**config.mk**
```make
export PLATFORM = sky130hd
export DESIGN_NAME = iter_magnitude_comparator
export DESIGN_NICKNAME = d
export VERILOG_FILES = /design/src/rtl/iter_magnitude_comparator.sv
export SDC_FILE = /design/constraint.sdc
export NUM_CORES = 1
export LEC_CHECK = 0
export ABC_CLOCK_PERIOD_IN_PS = 3150
export BUFFER_PORTS_ARGS = -buffer_cell sky130_fd_sc_hd__buf_2
export CAP_MARGIN = 20
export CORE_MARGIN = 3
export CORE_UTILIZATION = 45
export CTS_BUF_LIST = sky130_fd_sc_hd__clkbuf_8
export CTS_CLUSTER_SIZE = 40
export DETAILED_ROUTE_END_ITERATION = 10
export HOLD_SLACK_MARGIN = 0.15
export PLACE_DENSITY = 0.67
export SYNTH_ARGS = -nofsm -noshare
export SYNTH_HDL_FRONTEND = slang
export SYNTH_SLANG_ARGS = --single-unit
```
**constraint.sdc**
```tcl
create_clock -name clk -period 3.15 [get_ports clk]
set_input_delay 0.1575 -clock clk [delete_from_list [all_inputs] [get_ports clk]]
set_output_delay 0.1575 -clock clk [all_outputs]
set_load 0.05 [all_outputs]
```
**src/rtl/iter_magnitude_comparator.sv**
```systemverilog
// ----------------------------------------------------------------------------
// iter_magnitude_comparator
//
// Purpose:
//   Multi-cycle magnitude comparator. It compares operands A and B MSB-first,
//   CHUNK bits per clock, in either signed or unsigned mode, and reports
//   gt/lt/eq. With EARLY_EXIT=1 it finishes on the first differing chunk.
//   Only one operation is in flight at a time. Both sides use a valid/ready
//   handshake.
//
// Parameters:
//   WIDTH      - operand width in bits; must be a multiple of CHUNK
//   CHUNK      - bits compared per cycle (NCHUNK = WIDTH/CHUNK)
//   EARLY_EXIT - 1: stop at the first differing chunk; 0: always NCHUNK cycles
//
// Ports:
//   clk        in   clock; all state changes on the rising edge
//   rst_n      in   synchronous active-low reset
//   in_valid   in   operands valid
//   in_ready   out  operands can be accepted (high only in IDLE)
//   a, b       in   operands A and B, WIDTH bits each
//   is_signed  in   1: two's-complement compare; 0: unsigned compare
//   out_valid  out  result valid; held until the consumer accepts it
//   out_ready  in   consumer accepts the result
//   gt, lt, eq out  A > B, A < B, A == B (exactly one is set when valid)
//   cycles     out  number of compare cycles spent (1..NCHUNK)
// ----------------------------------------------------------------------------
module iter_magnitude_comparator #(
    parameter  int WIDTH      = 8,
    parameter  int CHUNK      = 2,
    parameter  int EARLY_EXIT = 1,
    localparam int NCHUNK     = WIDTH / CHUNK,
    localparam int CW         = $clog2(NCHUNK + 1)
) (
    input  logic             clk,
    input  logic             rst_n,
    input  logic             in_valid,
    output logic             in_ready,
    input  logic [WIDTH-1:0] a,
    input  logic [WIDTH-1:0] b,
    input  logic             is_signed,
    output logic             out_valid,
    input  logic             out_ready,
    output logic             gt,
    output logic             lt,
    output logic             eq,
    output logic [CW-1:0]    cycles
);

    // The chunk index needs at least one bit, even when there is one chunk.
    localparam int IW = (NCHUNK > 1) ? $clog2(NCHUNK) : 1;

    typedef enum logic [1:0] {
        IDLE,
        CMP,
        DONE
    } state_t;

    state_t           state;
    logic [WIDTH-1:0] ax;
    logic [WIDTH-1:0] bx;
    logic [IW-1:0]    idx;
    logic [CW-1:0]    cnt;
    logic             found;
    logic             cmp_gt;
    logic             cmp_lt;

    logic [CHUNK-1:0] chunk_a;
    logic [CHUNK-1:0] chunk_b;
    logic             diff;
    logic             any_diff;
    logic             gt_now;
    logic             lt_now;
    logic             finish;

    // Flipping the MSB turns a two's-complement ordering into an unsigned one.
    // After that flip, every chunk can be compared as an unsigned value.
    logic [WIDTH-1:0] sign_flip;
    assign sign_flip = {is_signed, {(WIDTH-1){1'b0}}};

    assign in_ready = (state == IDLE);

    // Pick the chunk currently under comparison and work out whether this
    // cycle ends the operation. A difference already latched by an earlier,
    // more significant chunk always wins over the current chunk.
    always_comb begin
        chunk_a = '0;
        chunk_b = '0;
        for (int i = 0; i < NCHUNK; i++) begin
            if (idx == IW'(i)) begin
                chunk_a = ax[i*CHUNK +: CHUNK];
                chunk_b = bx[i*CHUNK +: CHUNK];
            end
        end
        diff     = (chunk_a != chunk_b);
        any_diff = found | diff;
        gt_now   = found ? cmp_gt : (chunk_a > chunk_b);
        lt_now   = found ? cmp_lt : (chunk_a < chunk_b);
        finish   = ((EARLY_EXIT != 0) && any_diff) || (idx == '0);
    end

    // Main FSM. The visible gt/lt/eq/cycles update only when a result is
    // produced, so they keep their last values after the handoff and while
    // the next operation is still being compared.
    always_ff @(posedge clk) begin
        if (!rst_n) begin
            state     <= IDLE;
            out_valid <= 1'b0;
            gt        <= 1'b0;
            lt        <= 1'b0;
            eq        <= 1'b0;
            cycles    <= '0;
            ax        <= '0;
            bx        <= '0;
            idx       <= '0;
            cnt       <= '0;
            found     <= 1'b0;
            cmp_gt    <= 1'b0;
            cmp_lt    <= 1'b0;
        end else begin
            case (state)
                IDLE: begin
                    if (in_valid) begin
                        ax     <= a ^ sign_flip;
                        bx     <= b ^ sign_flip;
                        idx    <= IW'(NCHUNK - 1);
                        cnt    <= '0;
                        found  <= 1'b0;
                        cmp_gt <= 1'b0;
                        cmp_lt <= 1'b0;
                        state  <= CMP;
                    end
                end
                CMP: begin
                    cnt <= cnt + CW'(1);
                    if (diff && !found) begin
                        found  <= 1'b1;
                        cmp_gt <= (chunk_a > chunk_b);
                        cmp_lt <= (chunk_a < chunk_b);
                    end
                    if (finish) begin
                        state     <= DONE;
                        out_valid <= 1'b1;
                        gt        <= gt_now;
                        lt        <= lt_now;
                        eq        <= !any_diff;
                        cycles    <= cnt + CW'(1);
                    end else begin
                        idx <= idx - IW'(1);
                    end
                end
                DONE: begin
                    if (out_ready) begin
                        state     <= IDLE;
                        out_valid <= 1'b0;
                    end
                end
                default: begin
                    state <= IDLE;
                end
            endcase
        end
    end

endmodule

```
==> results.ini <==
[run_status]
status=completed

[routing]
wl_per_cell_um=12.71
drt_first_pass_iters=4
drtIter0Drc=69
postRouteAntennaNets=0
dr_total_vias=1444
viasPerCell=5.232
totalWireLength_um=3509
drc=0

[cells_and_area]
layout-drive-gt1-share_pct=17.67
fill_cells=312
nNetsFinal=259
diodes=0
area_growth_pct=22.70

[floorplan]
fp-row-count=20
core_area_mm2=0.003203
start_util_pct=49.57
dieArea_mm2=0.004277
dieHeight_um=65.40
dieWidth_um=65.40
ios=29

[timing]
fmax_ghz=0.4078
setup_viol=0
min_period_over_period_pct=77.84
worst_slew_pin_slew_ps=572.8
fin_worst_skew_ps=4.360
drv_slew=0
min_period_ps=2452
hold_ws_ps=184.2
rsz0062_at_grt=false
fin_ws_ps=698.0
fin_tns_setup_ps=0
finalHoldViolCount=0
relSlewSlack_pct=61.73

[power]
vdd_drop_max_mv=0.2827
power_uw=1164
power_density_mw_per_mm2=597.3
p_leak_uw=0.0007965

[worst_hold_path]
min_from=b[7]
hp-class=input pin to flip-flop

[clock_network]
h-tree-depth=2
cts_tree=done
cts_buffer_depth=2
cts.sinks=33
cts-root-buf=clkbuf_8
cts.reportedPaths.clkPinSlew_ps=60
clock_latency_ps=280
cts_made_buffers=5

[grt]
grt_pass1_wl_um=6306
antenna_found_initial=0
grt_overflow=0
grt_pass1_vias=1465
track_usage_pct=18.73
grt_max_degree=29

[setup_path]
worstPathMaxFanout=8
critPathMaxStageDelay_ps=420
critPathLaunch=idx[0]
crit_path_frequent_cell=ha_1
path_cells=inv_1 > ha_1 > a21oi_1 > o21ai_0 > a22o_1 > ha_1 > and4bb_2 > nor2_1 > a311oi_1
arrival_ps=2590
reg2reg_from=idx[0]
critPathCaptureType=flip-flop
crit_type=flip-flop to flip-flop
required_ps=3290
cp_slowest_cell=dfxtp_1
cp-start-kind=flip-flop

[logic_synthesis]
syn_avg_cell_area_um2=8.184
syn_inst=194
yosysUniqueCellTypes=36
yosysTopAreaCell=dfxtp_1
synth_area_mm2=0.001588
synth_top_flop_cell=dfxtp_1
synth_seq_area_share_pct=41.61
synth_top_area_share_pct=41.61
synth_nets=222
ys_async_sr_fraction_pct=0
synth_edf_count=0
yosysWarnings=0
synthTopCellsByArea=dfxtp_1 42%, nand2_1 9.7%, a21oi_1 9.5%
synth_seq_cells=33

[placed_design]
place_ws_ps=764.5
gp_congestion=0.7924
dp_hpwl_um=2492
portBuffers=28

[flow_run]
maxCapViolations=0

[where the power goes]
| group | switching [uW] | total, uW | leakage (uW) | internal, uW |
|---|---|---|---|---|
| logic | 228 | 371 | 0.000477 | 143 |
| registers | 37.2 | 500 | 0.000271 | 463 |
| clock network | 143 | 293 | 0.0000491 | 150 |
| total | 408 | 1160 | 0.000796 | 756 |
[layer usage]
| layer | track usage, % | up-vias | wire, um |
|---|---|---|---|
| met2 | 30.21 | 28 | 1677 |
| met5 | 0 | - | 0 |
| met4 | 6.477 | 0 | 55 |
| met3 | 6.325 | 7 | 132 |
| met1 | 23.22 | 672 | 1644 |
| li1 | - | 737 | - |
[path summary, 6_finish.rpt]
| check | cells past startpoint | endpoint | slack (ps) |
|---|---|---|---|
| worst max register to register | 9 | lt | 700 |
| worst max-delay path | 9 | lt | 700 |
| worst min register to register | 2 | bx[5] | 460 |
| worst min-delay path | 3 | bx[7] | 180 |
[flip-flops by register name, indices dropped and copies added (netlist names)]
signal and count:
state 2, bx 8, out_valid 1, cmp_gt 1
lt 1, gt 1, idx 2, found 1
cmp_lt 1, cycles 3, eq 1, ax 8
cnt 3
[worst max-delay path: cells and delay by family, from the launching register on]
family          cells  cell delay [ps]
simple gates        2              550
buf+inv             1               90
fa+ha+maj           2              650
compound gates      4              590
flops               1              420
[per-stage QoR]
stage	std cells	util (%)	instance area, um^2
6_report	276	60.82	1948
5_1_grt	276	60.82	1948
4_1_cts	276	60.82	1948
3_5_place_dp	254	53.87	1725
3_3_place_gp	254	53.87	1725
2_1_floorplan	194	-	1588
[cells in the final DEF, fill, tap and decap left out]
| cell | n |
|---|---|
| and2_1 | 1 |
| nor3b_2 | 1 |
| inv_2 | 1 |
| clkbuf_8 | 5 |
| dlygate4sd3_1 | 14 |
| a311oi_1 | 1 |
| a211oi_1 | 4 |
| nand4bb_1 | 1 |
| nand2b_1 | 3 |
| and4bb_2 | 1 |
| o21bai_1 | 1 |
| or3b_1 | 1 |
| and3_4 | 1 |
| xnor2_1 | 3 |
| nand2_1 | 41 |
| a211oi_2 | 1 |
| a22o_1 | 3 |
| nor2b_1 | 3 |
| a22oi_1 | 3 |
| or3_1 | 1 |
| buf_4 | 1 |
| dfxtp_1 | 33 |
| a2111oi_0 | 1 |
| o22ai_1 | 1 |
| a221o_1 | 1 |
| ha_1 | 7 |
| nand3_1 | 3 |
| buf_2 | 28 |
| nor3b_1 | 4 |
| nor2_1 | 7 |
| clkinv_2 | 2 |
| mux2i_1 | 2 |
| o311a_1 | 1 |
| inv_1 | 8 |
| o21ai_0 | 10 |
| o21a_1 | 2 |
| and3b_1 | 1 |
| a21oi_1 | 30 |
[synthesized netlist by cell type (3+ instances only)]
library cell	number
nand2_1	41
dfxtp_1	33
a21oi_1	30
o21ai_0	10
ha_1	7
inv_1	7
nor2_1	7
buf_2	5
nor3b_1	5
a211oi_1	4
a22o_1	3
a22oi_1	3
buf_1	3
clkbuf_1	3
nand2b_1	3
nand3_1	3
nor2b_1	3
xnor2_1	3
[repair_timing]
item	CTS	global route
hold buffers	14	0
endpoints found under the hold margin	14	0
buffers inserted	0	0
resized for setup	0	0
[area by class of cell]
cell class	count	area [um^2]	share of cell area (%)
multi-input cells	140	832.0	42.71
flip-flops and latches	33	660.6	33.91
repair buffers	43	287.8	14.77
clock buffers	5	68.82	3.532
well taps	44	55.05	2.826
inverters	8	30.03	1.541
clock inverters	3	13.76	0.7065
[cells by family after synthesis]
family / count (synthesis) / share of synthesized area [%]
compound gates: 59 / 22.54
xor+xnor: 3 / 1.655
simple gates: 69 / 21.12
fa+ha+maj: 7 / 5.516
flops: 33 / 41.61
mux: 2 / 1.261
buf+inv: 21 / 6.304
Power figures use the tool's default switching activity.
